### src/rtl/interval_scheduler_pkg.sv
// Shared constants and FSM state encoding for the interval scheduler.
package interval_scheduler_pkg;

    localparam int NUM_REQ_DEF   = 4;
    localparam int CNT_WIDTH_DEF = 4;

    localparam logic [1:0] ST_IDLE_ENC  = 2'd0;
    localparam logic [1:0] ST_CLEAR_ENC = 2'd1;
    localparam logic [1:0] ST_RUN_ENC   = 2'd2;
    localparam logic [1:0] ST_DONE_ENC  = 2'd3;

    typedef enum logic [1:0] {
        ST_IDLE  = ST_IDLE_ENC,
        ST_CLEAR = ST_CLEAR_ENC,
        ST_RUN   = ST_RUN_ENC,
        ST_DONE  = ST_DONE_ENC
    } state_e;

endpackage

### src/rtl/interval_scheduler_counter.sv
// Shared interval up-counter: synchronous clear has priority over enable.
module interval_counter
    import interval_scheduler_pkg::*;
#(
    parameter int CNT_WIDTH = CNT_WIDTH_DEF
) (
    input  logic                 clock,
    input  logic                 rst_i,
    input  logic                 en_i,
    output logic [CNT_WIDTH-1:0] count_o
);

    logic [CNT_WIDTH-1:0] count_q;
    logic [CNT_WIDTH-1:0] count_d;

    // Next count: increment when enabled, otherwise hold.
    always_comb begin
        count_d = count_q;
        if (en_i) begin
            count_d = count_q + CNT_WIDTH'(1);
        end else begin
            count_d = count_q;
        end
    end

    // Count register with synchronous clear.
    always_ff @(posedge clock) begin
        if (rst_i) begin
            count_q <= '0;
        end else begin
            count_q <= count_d;
        end
    end

    assign count_o = count_q;

endmodule

### src/rtl/interval_scheduler.sv
// Round-robin arbiter that lends one shared counter to a requester for a
// programmed number of cycles, then pulses that requester's done.
module interval_scheduler
    import interval_scheduler_pkg::*;
#(
    parameter int NUM_REQ   = NUM_REQ_DEF,
    parameter int CNT_WIDTH = CNT_WIDTH_DEF
) (
    input  logic                           clock,
    input  logic                           reset,
    input  logic [NUM_REQ-1:0]             req,
    input  logic [NUM_REQ*CNT_WIDTH-1:0]   len,
    output logic [NUM_REQ-1:0]             grant,
    output logic [NUM_REQ-1:0]             done,
    output logic                           busy,
    output logic [CNT_WIDTH-1:0]           count_out
);

    localparam int IDX_W = $clog2(NUM_REQ);
    localparam logic [CNT_WIDTH-1:0] CNT_ONE = CNT_WIDTH'(1);

    state_e               state_q, state_d;
    logic [IDX_W-1:0]     owner_q, owner_d;
    logic [IDX_W-1:0]     ptr_q, ptr_d;
    logic [CNT_WIDTH-1:0] target_q, target_d;
    logic [CNT_WIDTH-1:0] count_s;
    logic [IDX_W:0]       pick_s;
    logic                 cnt_clr_s;
    logic                 cnt_en_s;
    logic                 owner_req_s;
    logic                 terminal_s;
    logic [NUM_REQ-1:0]   grant_s;
    logic [NUM_REQ-1:0]   done_s;

    // First asserted request strictly after ptr, wrapping; MSB flags a hit.
    function automatic logic [IDX_W:0] rr_pick(input logic [NUM_REQ-1:0] req_v,
                                               input logic [IDX_W-1:0]   ptr_v);
        logic [IDX_W:0]   res;
        logic [IDX_W-1:0] idx;
        res = '0;
        for (int i = NUM_REQ; i >= 1; i--) begin
            idx = IDX_W'((int'(ptr_v) + i) % NUM_REQ);
            if (req_v[idx]) begin
                res = {1'b1, idx};
            end
        end
        return res;
    endfunction

    assign pick_s      = rr_pick(req, ptr_q);
    assign owner_req_s = req[owner_q];
    assign terminal_s  = (count_s == (target_q - CNT_ONE));

    // Next-state logic; a dropped owner request wins over terminal count.
    always_comb begin
        state_d   = state_q;
        owner_d   = owner_q;
        ptr_d     = ptr_q;
        target_d  = target_q;
        cnt_clr_s = 1'b0;
        cnt_en_s  = 1'b0;
        case (state_q)
            ST_IDLE: begin
                if (pick_s[IDX_W]) begin
                    owner_d  = pick_s[IDX_W-1:0];
                    target_d = len[int'(pick_s[IDX_W-1:0])*CNT_WIDTH +: CNT_WIDTH];
                    state_d  = ST_CLEAR;
                end else begin
                    state_d  = ST_IDLE;
                end
            end
            ST_CLEAR: begin
                if (!owner_req_s) begin
                    ptr_d     = owner_q;
                    state_d   = ST_IDLE;
                end else begin
                    cnt_clr_s = 1'b1;
                    state_d   = ST_RUN;
                end
            end
            ST_RUN: begin
                if (!owner_req_s) begin
                    ptr_d    = owner_q;
                    state_d  = ST_IDLE;
                end else if (terminal_s) begin
                    state_d  = ST_DONE;
                end else begin
                    cnt_en_s = 1'b1;
                    state_d  = ST_RUN;
                end
            end
            ST_DONE: begin
                ptr_d   = owner_q;
                state_d = ST_IDLE;
            end
            default: begin
                state_d = ST_IDLE;
            end
        endcase
    end

    // Control registers; ptr resets to the top index so req[0] is searched first.
    always_ff @(posedge clock) begin
        if (reset) begin
            state_q  <= ST_IDLE;
            owner_q  <= '0;
            ptr_q    <= IDX_W'(NUM_REQ - 1);
            target_q <= '0;
        end else begin
            state_q  <= state_d;
            owner_q  <= owner_d;
            ptr_q    <= ptr_d;
            target_q <= target_d;
        end
    end

    interval_counter #(
        .CNT_WIDTH (CNT_WIDTH)
    ) u_counter (
        .clock   (clock),
        .rst_i   (reset | cnt_clr_s),
        .en_i    (cnt_en_s),
        .count_o (count_s)
    );

    // Output decode from registered state and owner.
    always_comb begin
        grant_s = '0;
        done_s  = '0;
        if (state_q != ST_IDLE) begin
            grant_s[owner_q] = 1'b1;
        end else begin
            grant_s = '0;
        end
        if (state_q == ST_DONE) begin
            done_s[owner_q] = 1'b1;
        end else begin
            done_s = '0;
        end
    end

    assign grant     = grant_s;
    assign done      = done_s;
    assign busy      = (state_q != ST_IDLE);
    assign count_out = count_s;

endmodule

### config.mk
export PLATFORM = sky130hd
export DESIGN_NAME = interval_scheduler
export DESIGN_NICKNAME = d
export VERILOG_FILES = /design/src/rtl/interval_scheduler_pkg.sv /design/src/rtl/interval_scheduler_counter.sv /design/src/rtl/interval_scheduler.sv
export SDC_FILE = /design/constraint.sdc
export NUM_CORES = 1
export LEC_CHECK = 0
export BUFFER_PORTS_ARGS = -buffer_cell sky130_fd_sc_hd__buf_4
export CAP_MARGIN = 25
export CORE_MARGIN = 2
export CORE_UTILIZATION = 40
export DETAILED_ROUTE_END_ITERATION = 12
export PLACE_DENSITY_LB_ADDON = 0.3
export REMOVE_ABC_BUFFERS = 1
export SLEW_MARGIN = 30
export SYNTH_ARGS = -nofsm -noshare
export SYNTH_HDL_FRONTEND = slang
export SYNTH_SLANG_ARGS = --single-unit
### constraint.sdc
create_clock -name clock -period 1.5 [get_ports clock]
set_input_delay 0.15 -clock clock [delete_from_list [all_inputs] [get_ports clock]]
set_output_delay 0.15 -clock clock [all_outputs]
set_load 0.02 [all_outputs]
Yosys cells after proc, flatten, opt, wreduce, memory -nomap -nowiden
Index checks and enable logic that the tools add are counted.
Storage, ports and cells
  bits in registers: 14
  input bits: 22
  output and inout port bits: 13
Operators by class
  eq/ne operators: 5
  shifts and indexed selects: 1
  add/subtract/negate cells: 6
  muxes and demuxes: 30
  reduce and logical (&&, ||, !) cells: 7
  bitwise gates (word level): 1
  $lt $le $gt $ge: 6
Operators by type and width (count)
  $shiftx 16x5->4: 1
  $lt 2x3->1 const B: 5
  $mux 1: 13
  $mux 3: 4
  $bmux 1 s2: 5
  $mux 4: 2
  $pmux 2 s4: 1
  $mux 2: 3
  $add 2x1->2 const B: 2
  $add 2x2->2 const B: 2
  $add 4x1->4 const B: 1
  $eq 2x2->1 const B: 2
  $eq 4x4->1: 1
  $pmux 2 s2: 1
  $reduce_and 2->1: 2
  $reduce_bool 2->1: 2
  $sub 4x1->4 const B: 1
  $demux 1 s2: 1
  $eq 2x1->1 const B: 1
  $ge 2x1->1 const B: 1
  $logic_not 2->1: 1
  $ne 2x2->1 const B: 1
  $reduce_or 2->1: 1
  $logic_and 1x1->1: 1
  $or 1x1->1: 1

Logic depth before layout (Yosys ltp)
Gate-level depths: netlist of run 1.
  depth in word-level cells: 9
  gate-level depth with buffers: 6

By module
From an unflattened synthesis of run 1, not the netlist that was laid out.
Second synthesis, totals
  cell total of the unflattened synthesis: 113
  area, all modules: 1006.0 µm²
Modules (own cells, without submodules)
  interval_scheduler: area an instance 827.0 µm², sequential area each 200.2 µm², cells each 97, instances 1
  interval_counter: area an instance 178.9 µm², sequential area each 80.1 µm², cells each 16, instances 1

Least setup slack after synthesis of run 1
Ideal clock, no wire load.
  path type: register to register
  start: register state_q[0]
  end: register target_q[0]
  path slack: -92 ps
  period minus slack after synthesis: 1592 ps
  arrival time: 1510 ps
  buffers on the path: 0
  library setup time: 83 ps
  stages on the path, launching flop included: 7
  path through: dfxtp_1 inv_1 ha_1 o41ai_2 nor2_2 or4b_4 o221ai_1
Between the ends
  word-level cells in the longest chain between the ends: 2
RTL lines
  start, declared: line interval_scheduler.sv:22  | state_e state_q, state_d;
  start signal, assigned: line interval_scheduler.sv:110  | state_q <= state_d;
  $logic_not 2->1: line interval_scheduler.sv:62  | case (state_q)
  $reduce_and 2->1 (no source line)
  end signal, assigned: line interval_scheduler.sv:113  | target_q <= target_d;
  end, declared: line interval_scheduler.sv:25  | logic [CNT_WIDTH-1:0] target_q, target_d;
No other way between the ends.
A chain may end at the register's enable or synchronous reset.

Worst setup path after layout of run 1
  start: register state_q[1]
  end: register target_q[1]
Same word-level chain as after synthesis.

==> out/metrics.csv, run 1 <==
metric,value,unit
status,finished with violations,
violations,negative setup slack,
cts_buffers,3,
post-route-drc-count,0,
grt_usage,19.3,%
cts_tree,built,
synth.most_common_cell,dfxtp_1,
clock_path_buffers,2,
crit_path_end_kind,flip-flop,
dp.cells,197,
ant_nets,0,
crit_slowest_cell,or4b_4,
critical_path.cell_chain,inv_2 -> ha_4 -> o41ai_4 -> nor2_2 -> or4b_4 -> o221ai_2,
crit_type,reg -> reg,
die_x,55.6,um
synth.top_cells.by_count,"dfxtp_1, mux2i_1, inv_1, nor2_1",
dpl.hpwl,2.19,mm
timing.final.crit_share,103,%
worstHoldStart,reset,
min_path_cells,2,
drt_iter0_markers,36,
clock_sinks,14,
synth_warnings,0,
synth-main-ff-cell,dfxtp_1,
grt_pass1_wl,4.81,mm
critical-path-max-stage-delay,0.52,ns
met3_length,149,um
r2r_start,state_q[1],
p_per_area,784,nW/um^2
skew,0.00695,ns
reg2reg_slack,-0.04,ns
root_buffer,clkbuf_4,
clock_latency,0.29,ns
rsz0062_at_grt,true,
drv_slew,0,
grt_pass1_vias,1139,
finalSetupViolations,7,
grt_overflow,0,
slew_headroom,68.4,%
vias,1121,
num_rows,18,
tightest_slew,0.471,ns
firstDrtPassIters,5,
core_area,2500,um^2
finalCriticalPeriod,1.54,ns
htreeDepth,1,
ys_seq_elements,14,
syn_to_final_growth,62.6,%
synth.avg_cell_area,9.11,um^2
ios,35,
die_y,55.6,um
min_to,state_q[1],
nets,205,
initial_core_util,42.6,%
post_synth_num_cell_types,37,
dr_wl_met2,1.59,mm
place_congestion,0.805,
post-route-util,69.3,%
r2r_cells,6,
synth_edf_count,0,
instances_no_fill,205,
rr_endpoint,target_q[1],
fillers,193,
yosysSeqAreaShare,26.3,%
start_kind,flip-flop,
worstPathArrival,1.76,ns
crit_required,1.72,ns
setup_ws,-0.0440,ns
antenna_found_initial,0,
finalPower,1360,uW
ys_top_cells_by_area,"dfxtp_1, mux2i_1, ha_1, o221ai_1, xnor2_1",
crit_fanout,4,
hold_violations,0,
async_flop_share,0,%
top_layer,met4,
ir_drop,0.000688,V
tns,-0.159,ns
io_buffers,34,
dieArea,3090,um^2
p_leak,0.000748,uW
hold_slack,0.148,ns
hp-class,in -> reg,
drt-wirelength-per-cell,15.2,um
grt_max_degree,13,
crit_family,simple AND/OR/NAND/NOR gates,
cp_num_buf_inv,1,
yosys.area.top_type_share,26.3,%
antenna_cells,0,
synth_top_cell_by_area,dfxtp_1,
maxCapViolCount,0,
fmax,0.648,GHz
synthesis.area,1070,um^2
drive_above_1_share,59.4,%
wirelength,3.11,mm
clkTransAtPathRegs,0.09,ns
netlist_instances,117,
wl_met1,1.27,mm
viasPerCell,5.47,
[worst reg2reg max path, cell delays in order (launching register included)]
cell and delay [ns]:
dfxtp_2 0.34, inv_2 0.07, ha_4 0.16, o41ai_4 0.08, nor2_2 0.10, or4b_4 0.52
o221ai_2 0.20
[flip-flops by register name, summed over array words and instances (netlist names)]
signal	count
target_q	4
owner_q	2
ptr_q	2
u_counter.count_o	4
state_q	2
[cells by family (layout without fill, tap and decap cells)]
| logic type | after synthesis | after routing | synth area share (%) |
|---|---|---|---|
| multiplexers | 14 | 14 | 14.3 |
| AO/OA/AOI/OAI | 20 | 20 | 16.6 |
| XOR/XNOR | 6 | 6 | 4.93 |
| AND/OR/NAND/NOR | 45 | 45 | 25.5 |
| adder cells (fa/ha/maj) | 7 | 7 | 8.22 |
| buffers and inverters | 11 | 69 | 4.23 |
| flip-flops | 14 | 14 | 26.3 |
[worst max path at each step]
stage	cells past startpoint	slack, ns	endpoint	start
2_1_floorplan	4	-0.61	target_q[3]	ptr_q[0]
3_3_place_gp	4	-0.03	ptr_q[0]	owner_q[1]
3_5_place_dp	4	-0.07	ptr_q[0]	owner_q[1]
4_1_cts	6	-0.009	target_q[3]	state_q[0]
5_1_grt	6	-0.09	target_q[1]	state_q[1]
6_report	6	-0.04	target_q[1]	state_q[1]
[routing by layer]
metal | GRT usage, % | vias to the layer above
met2 | 32.3 | 31
met1 | 22.0 | 533
met5 | 0 | -
met3 | 5.35 | 10
met4 | 11.1 | 0
li1 | - | 547
[where the power goes]
part           switching [uW]  internal (uW)  total, uW
clock network             133            148        281
logic                     322            315        637
registers                30.0            411        441
[layout make-up]
class	count	area [um^2]	share of cell area [%]
multi-input cells	92	892	51.5
repair buffers	57	443	25.6
well taps	30	37.5	2.17
inverters	8	36.3	2.09
clock buffers	4	36.3	2.09
flip-flops and latches	14	288	16.6
[per-stage QoR]
stage	cell area (um^2)	setup WS, ns
after floorplan	1050	-0.611
after global placement	1490	-0.0318
after detailed placement	1490	-0.0657
after CTS	1600	-0.00921
after global routing	1730	-0.0886
final	1730	-0.0440
[placed cells by master, fill, tap and decap left out, drive strengths merged, types with 3 or more instances in the layout]
cell type | synthesis | layout
buf | 1 | 57
dfxtp | 14 | 14
mux2i | 13 | 13
nor2 | 9 | 9
nand2 | 7 | 7
inv | 8 | 7
ha | 7 | 7
nand2b | 5 | 5
a21oi | 5 | 5
nand3b | 4 | 4
o221ai | 4 | 4
xnor2 | 4 | 4
clkbuf | 2 | 4
and3 | 4 | 4
nor3b | 3 | 3
a31oi | 3 | 3
nor3 | 3 | 3
[what timing repair did]
item / in CTS / in global routing
setup endpoints to repair: 13 / 19
cloned: 0 / 0
hold buffers: 0 / 0
buffers inserted: 0 / 4
endpoints found under the hold margin: 0 / 0
pin swaps: 10 / 11
gates resized for setup: 17 / 26
Note: power is estimated with default switching activity, not from simulation.
==> run 2, diff against run 1 <==
==> constraint.sdc (replaced) <==
create_clock -name clock -period 2 [get_ports clock]
set_input_delay 0.2 -clock clock [delete_from_list [all_inputs] [get_ports clock]]
set_output_delay 0.2 -clock clock [all_outputs]
set_load 0.02 [all_outputs]
==> run 2 against run 1 <==
Against the previous run: the flow now finishes without violations; clock power down 25%; first-iteration DRC count down 47%; worst setup slack better by 0.33 ns; utilization down 13 points; critical path depth unchanged; sequential share of layout area up 3.3 points; global-route usage down 2.2 points; wire length down 17%; combinational power down 49%; critical path type unchanged.
==> out/metrics.csv, run 2 (synthesis gave the netlist of run 1 again) <==
metric,value,unit,change
status,finished clean,,
worstPathArrival,1.92,ns,+0.16 ns
post-place-ws,0.324,ns,+0.390 ns
grt_usage,17.1,%,-2.2 points
ios,35,,unchanged
viasPerCell,5.41,,-1.2%
grt_overflow,0,,unchanged
vias,1000,,-11%
clkTransAtPathRegs,0.10,ns,about the same
setup_ws,0.289,ns,+0.333 ns
clock_path_buffers,2,,unchanged
antenna_found_initial,0,,unchanged
worstHoldStart,reset,,
drive_above_1_share,32.3,%,-27 points
grtUsageMet3,4.88,%,-0.47 points
place_congestion,0.863,,+7.3%
intPower,570,uW,-35%
hold_slack,0.180,ns,+0.0322 ns
crit_path_end_kind,flip-flop,,
post_cts_buffers,0,,unchanged
crit_fanout,4,,unchanged
crit_type,reg -> reg,,
rsz0062_at_grt,false,,
crit_required,2.20,ns,+0.48 ns
met2_usage,30.8,%,-1.5 points
r2r_start,state_q[1],,
core_area,2500,um^2,unchanged
r2r_cells,6,,unchanged
layout_commonest_cell,buf_4,,
io_buffers,34,,unchanged
wirelength,2.57,mm,-17%
antenna_cells,0,,unchanged
grt_max_degree,13,,unchanged
ant_nets,0,,unchanged
die_y,55.6,um,unchanged
postCtsHoldBufs,0,,unchanged
final_cell_mix,"buf_4, dfxtp_1, mux2i_1, inv_1, nor2_1",,
nets,185,,-9.8%
initial_core_util,42.6,%,unchanged
dpl.hpwl,2.00,mm,-8.8%
timing.final.crit_share,85.5,%,-17 points
min_path_cells,2,,unchanged
finalCriticalPeriod,1.71,ns,+0.167 ns
post-route-util,56.4,%,-13 points
tightest_slew,0.498,ns,+0.0274 ns
maxCapViolCount,0,,unchanged
hold_violations,0,,unchanged
start_kind,flip-flop,,
hp-class,in -> reg,,
firstDrtPassIters,4,,-1
cts_tree,built,,
drv_slew,0,,unchanged
finalSetupViolations,0,,-7
die_x,55.6,um,unchanged
critPathLaunch,state_q[1],,
drt-wirelength-per-cell,13.9,um,-8.4%
ctsResizeCount,0,,-17
cts_buffers,3,,unchanged
skew,0.00936,ns,+0.00241 ns
clock_sinks,14,,unchanged
finalPower,868,uW,-36%
post-route-drc-count,0,,unchanged
fmax,0.585,GHz,-9.8%
clock_latency,0.29,ns,about the same
htreeDepth,1,,unchanged
clkPwrFrac,24.4,%,+3.7 points
p_per_area,616,nW/um^2,-21%
pwr-share-comb,37.1,%,-9.8 points
slew_headroom,66.5,%,-1.9 points
drt_iter0_markers,19,,-47%
grt_pass1_vias,1002,,-12%
root_buffer,clkbuf_4,,
grt.busiest_layer,met2,,
dieArea,3090,um^2,unchanged
p_leak,0.000634,uW,-15%
sequentialPowerShare,38.5,%,+6.0 points
switching_power,298,uW,-38%
met1_usage,19.7,%,-2.3 points
syn_to_final_growth,32.2,%,
num_rows,18,,unchanged
grt_pass1_wl,4.28,mm,-11%
switching_share,34.4,%,-1.3 points
ir_drop,0.000414,V,-40%
-- run 2: changes by cell type in the layout (fill, tap and decap cells not counted), sizes merged --
cell,before,now
buf,57,37
inv,7,8
clkinvlp,1,0
-- run 2: final timing paths --
path                            slack [ns]                    to
worst max-delay path                  0.29           target_q[1]
worst min-delay path                  0.18            state_q[0]
worst max register to register        0.29           target_q[1]
worst min register to register        0.51  u_counter.count_o[3]
-- run 2: critical path, cell delays in order (launching register included) --
cell      delay [ns]
dfxtp_1         0.34
inv_1           0.11
ha_1            0.26
o41ai_2         0.12
nor2_2          0.11
or4b_4          0.49
o221ai_1        0.20
-- run 2: routing by layer --
layer	up-vias	share of wire [%]	wire (um)
met3	2	3.4	88
met5	-	0	0
met1	471	43	1110
met2	16	53	1360
li1	511	-	-
met4	0	0.47	12
-- run 2: area by class of cell --
type	count	area, um^2
clock buffers	4	36.3
fillers	221	1090
inverters	8	30.0
multi-input cells	92	747
flip-flops and latches	14	280
well taps	30	37.5
repair buffers	37	278
-- run 2: per-stage QoR --
stage / cells / cell area (um^2) / TNS, ns
detailed placement: 181 / 1370 / 0
finish: 185 / 1410 / 0
global route: 185 / 1410 / 0
global placement: 181 / 1370 / 0
floorplan: 114 / 1050 / -0.438
CTS: 185 / 1410 / 0
-- run 2: power groups by stage --
| stage | logic [uW] | clock network, uW | registers [uW] |
|---|---|---|---|
| after floorplan | 214 | 0 | 335 |
| after global placement | 311 | 0 | 339 |
| after detailed placement | 321 | 0 | 340 |
| after CTS | 322 | 217 | 334 |
| after global routing | 352 | 230 | 338 |
| final | 323 | 211 | 334 |
==> run 3, diff against run 2 <==
--- a/config.mk
+++ b/config.mk
@@ -11,7 +11,6 @@
 export CORE_UTILIZATION = 40
 export DETAILED_ROUTE_END_ITERATION = 12
 export PLACE_DENSITY_LB_ADDON = 0.3
-export REMOVE_ABC_BUFFERS = 1
 export SLEW_MARGIN = 30
 export SYNTH_ARGS = -nofsm -noshare
 export SYNTH_HDL_FRONTEND = slang
==> run 3 against run 2 <==
Against the previous run: critical path depth unchanged; clock skew decreased by 0.0077 ns; hold slack improved by 0.0031 ns; sequential power is essentially flat; highest routed layer unchanged.
==> out/metrics.csv, run 3 (synthesis gave the netlist of run 1 again) <==
metric,value,unit,change
die_y,55.6,um,unchanged
firstDrtPassIters,4,,unchanged
wl_met1,1.09,mm,-1.4%
nets,185,,unchanged
crit_fanout,4,,unchanged
dieArea,3090,um^2,unchanged
status,finished clean,,
start_kind,flip-flop,,
setup_ws,0.323,ns,+0.0334 ns
drive_above_1_share,31.8,%,-0.44 points
num_rows,18,,unchanged
ant_nets,0,,unchanged
met3_length,73,um,-17%
regArea,280,um^2,unchanged
ctsResizeCount,0,,unchanged
critical_path.cell_chain,inv_1 -> ha_1 -> o41ai_2 -> nor2_2 -> or4b_4 -> o221ai_1,,
drt-wirelength-per-cell,13.6,um,-1.8%
top_layer,met4,,
critical-path-max-stage-delay,0.49,ns,about the same
htreeDepth,1,,unchanged
root_buffer,clkbuf_4,,
post_cts_buffers,0,,unchanged
grt_pass1_vias,986,,-1.6%
ir_drop,0.000461,V,+11%
clock_latency,0.28,ns,about the same
hold_violations,0,,unchanged
worstPathArrival,1.88,ns,-0.04 ns
crit_family,simple AND/OR/NAND/NOR gates,,
die_x,55.6,um,unchanged
antenna_cells,0,,unchanged
drt_iter0_markers,24,,+5
crit_type,reg -> reg,,
crit_path_end_kind,flip-flop,,
viasPerCell,5.39,,-0.26%
io_buffers,34,,unchanged
dr_wl_met2,1.33,mm,-2.4%
timing.final.crit_share,83.9,%,-1.7 points
tightest_slew,0.496,ns,-0.00229 ns
antenna_found_initial,0,,unchanged
synth_nets,146,,
p_leak,0.000626,uW,-1.1%
post-place-ws,0.339,ns,+0.0148 ns
fmax,0.596,GHz,+2.0%
syn_to_final_growth,30.9,%,
clock_sinks,14,,unchanged
wirelength,2.51,mm,-2.4%
initial_core_util,42.6,%,unchanged
maxCapViolCount,0,,unchanged
finalSetupViolations,0,,unchanged
rsz0062_at_grt,false,,
tns,0,ns,unchanged
drv_slew,0,,unchanged
crit_required,2.20,ns,about the same
vias,992,,-0.80%
grt_overflow,0,,unchanged
cp_num_buf_inv,1,,unchanged
place_congestion,0.745,,-14%
multi_input_area,747,um^2,unchanged
clock_path_buffers,2,,unchanged
skew,0.00162,ns,-0.00774 ns
crit_slowest_cell,or4b_4,,
cts_buffers,3,,unchanged
ios,35,,unchanged
clkTransAtPathRegs,0.09,ns,about the same
finalCriticalPeriod,1.68,ns,-0.0334 ns
slew_headroom,66.6,%,+0.15 points
core_area,2500,um^2,unchanged
dpl.hpwl,2.01,mm,+0.53%
p_per_area,586,nW/um^2,-4.9%
grt_usage,17.2,%,+0.097 points
final_cell_mix,"buf_4, dfxtp_1, mux2i_1, inv_1, nor2_1",,
cts_tree,built,,
grt_max_degree,13,,unchanged
hp-class,in -> reg,,
fillers,234,,+5.9%
grt_pass1_wl,4.35,mm,+1.6%
postCtsHoldBufs,0,,unchanged
post-route-drc-count,0,,unchanged
layout_commonest_cell,buf_4,,
-- run 3: cell type report --
cell class                 instances  share of cell area, %
clock buffer                       3                   1.61
tap                               30                   2.69
timing repair buffer              37                   19.9
inverter                           8                   2.15
sequential                        14                   20.1
multi-input combinational         92                   53.5
-- run 3: routing by layer --
layer,up-vias,GRT usage [%]
li1,504,-
met1,470,20.9
met2,16,28.9
met3,2,4.65
met4,0,6.62
met5,-,0
-- run 3: final timing paths --
path	from	cells past startpoint	slack, ns	endpoint
min reg2reg	u_counter.count_o[3]	2	0.52	u_counter.count_o[3]
min	reset	2	0.18	state_q[0]
max	state_q[1]	6	0.32	target_q[0]
max reg2reg	state_q[1]	6	0.32	target_q[0]
-- run 3: metrics by stage --
| stage | util [%] | power [uW] | area (um^2) | hold WS, ns | instances |
|---|---|---|---|---|---|
| floorplan | - | 555 | 1070 | 0.373 | 117 |
| global placement | 54.9 | 649 | 1370 | 0.484 | 181 |
| detailed placement | 54.9 | 657 | 1370 | 0.481 | 181 |
| CTS | 55.8 | 823 | 1400 | 0.174 | 184 |
| global route | 55.8 | 879 | 1400 | 0.175 | 184 |
| finish | 55.8 | 817 | 1400 | 0.183 | 184 |
-- run 3: where the power goes --
part	switching, uW	total (uW)	internal [uW]
combinational	164	317	152
clock	95.8	166	69.9
sequential	29.2	335	306
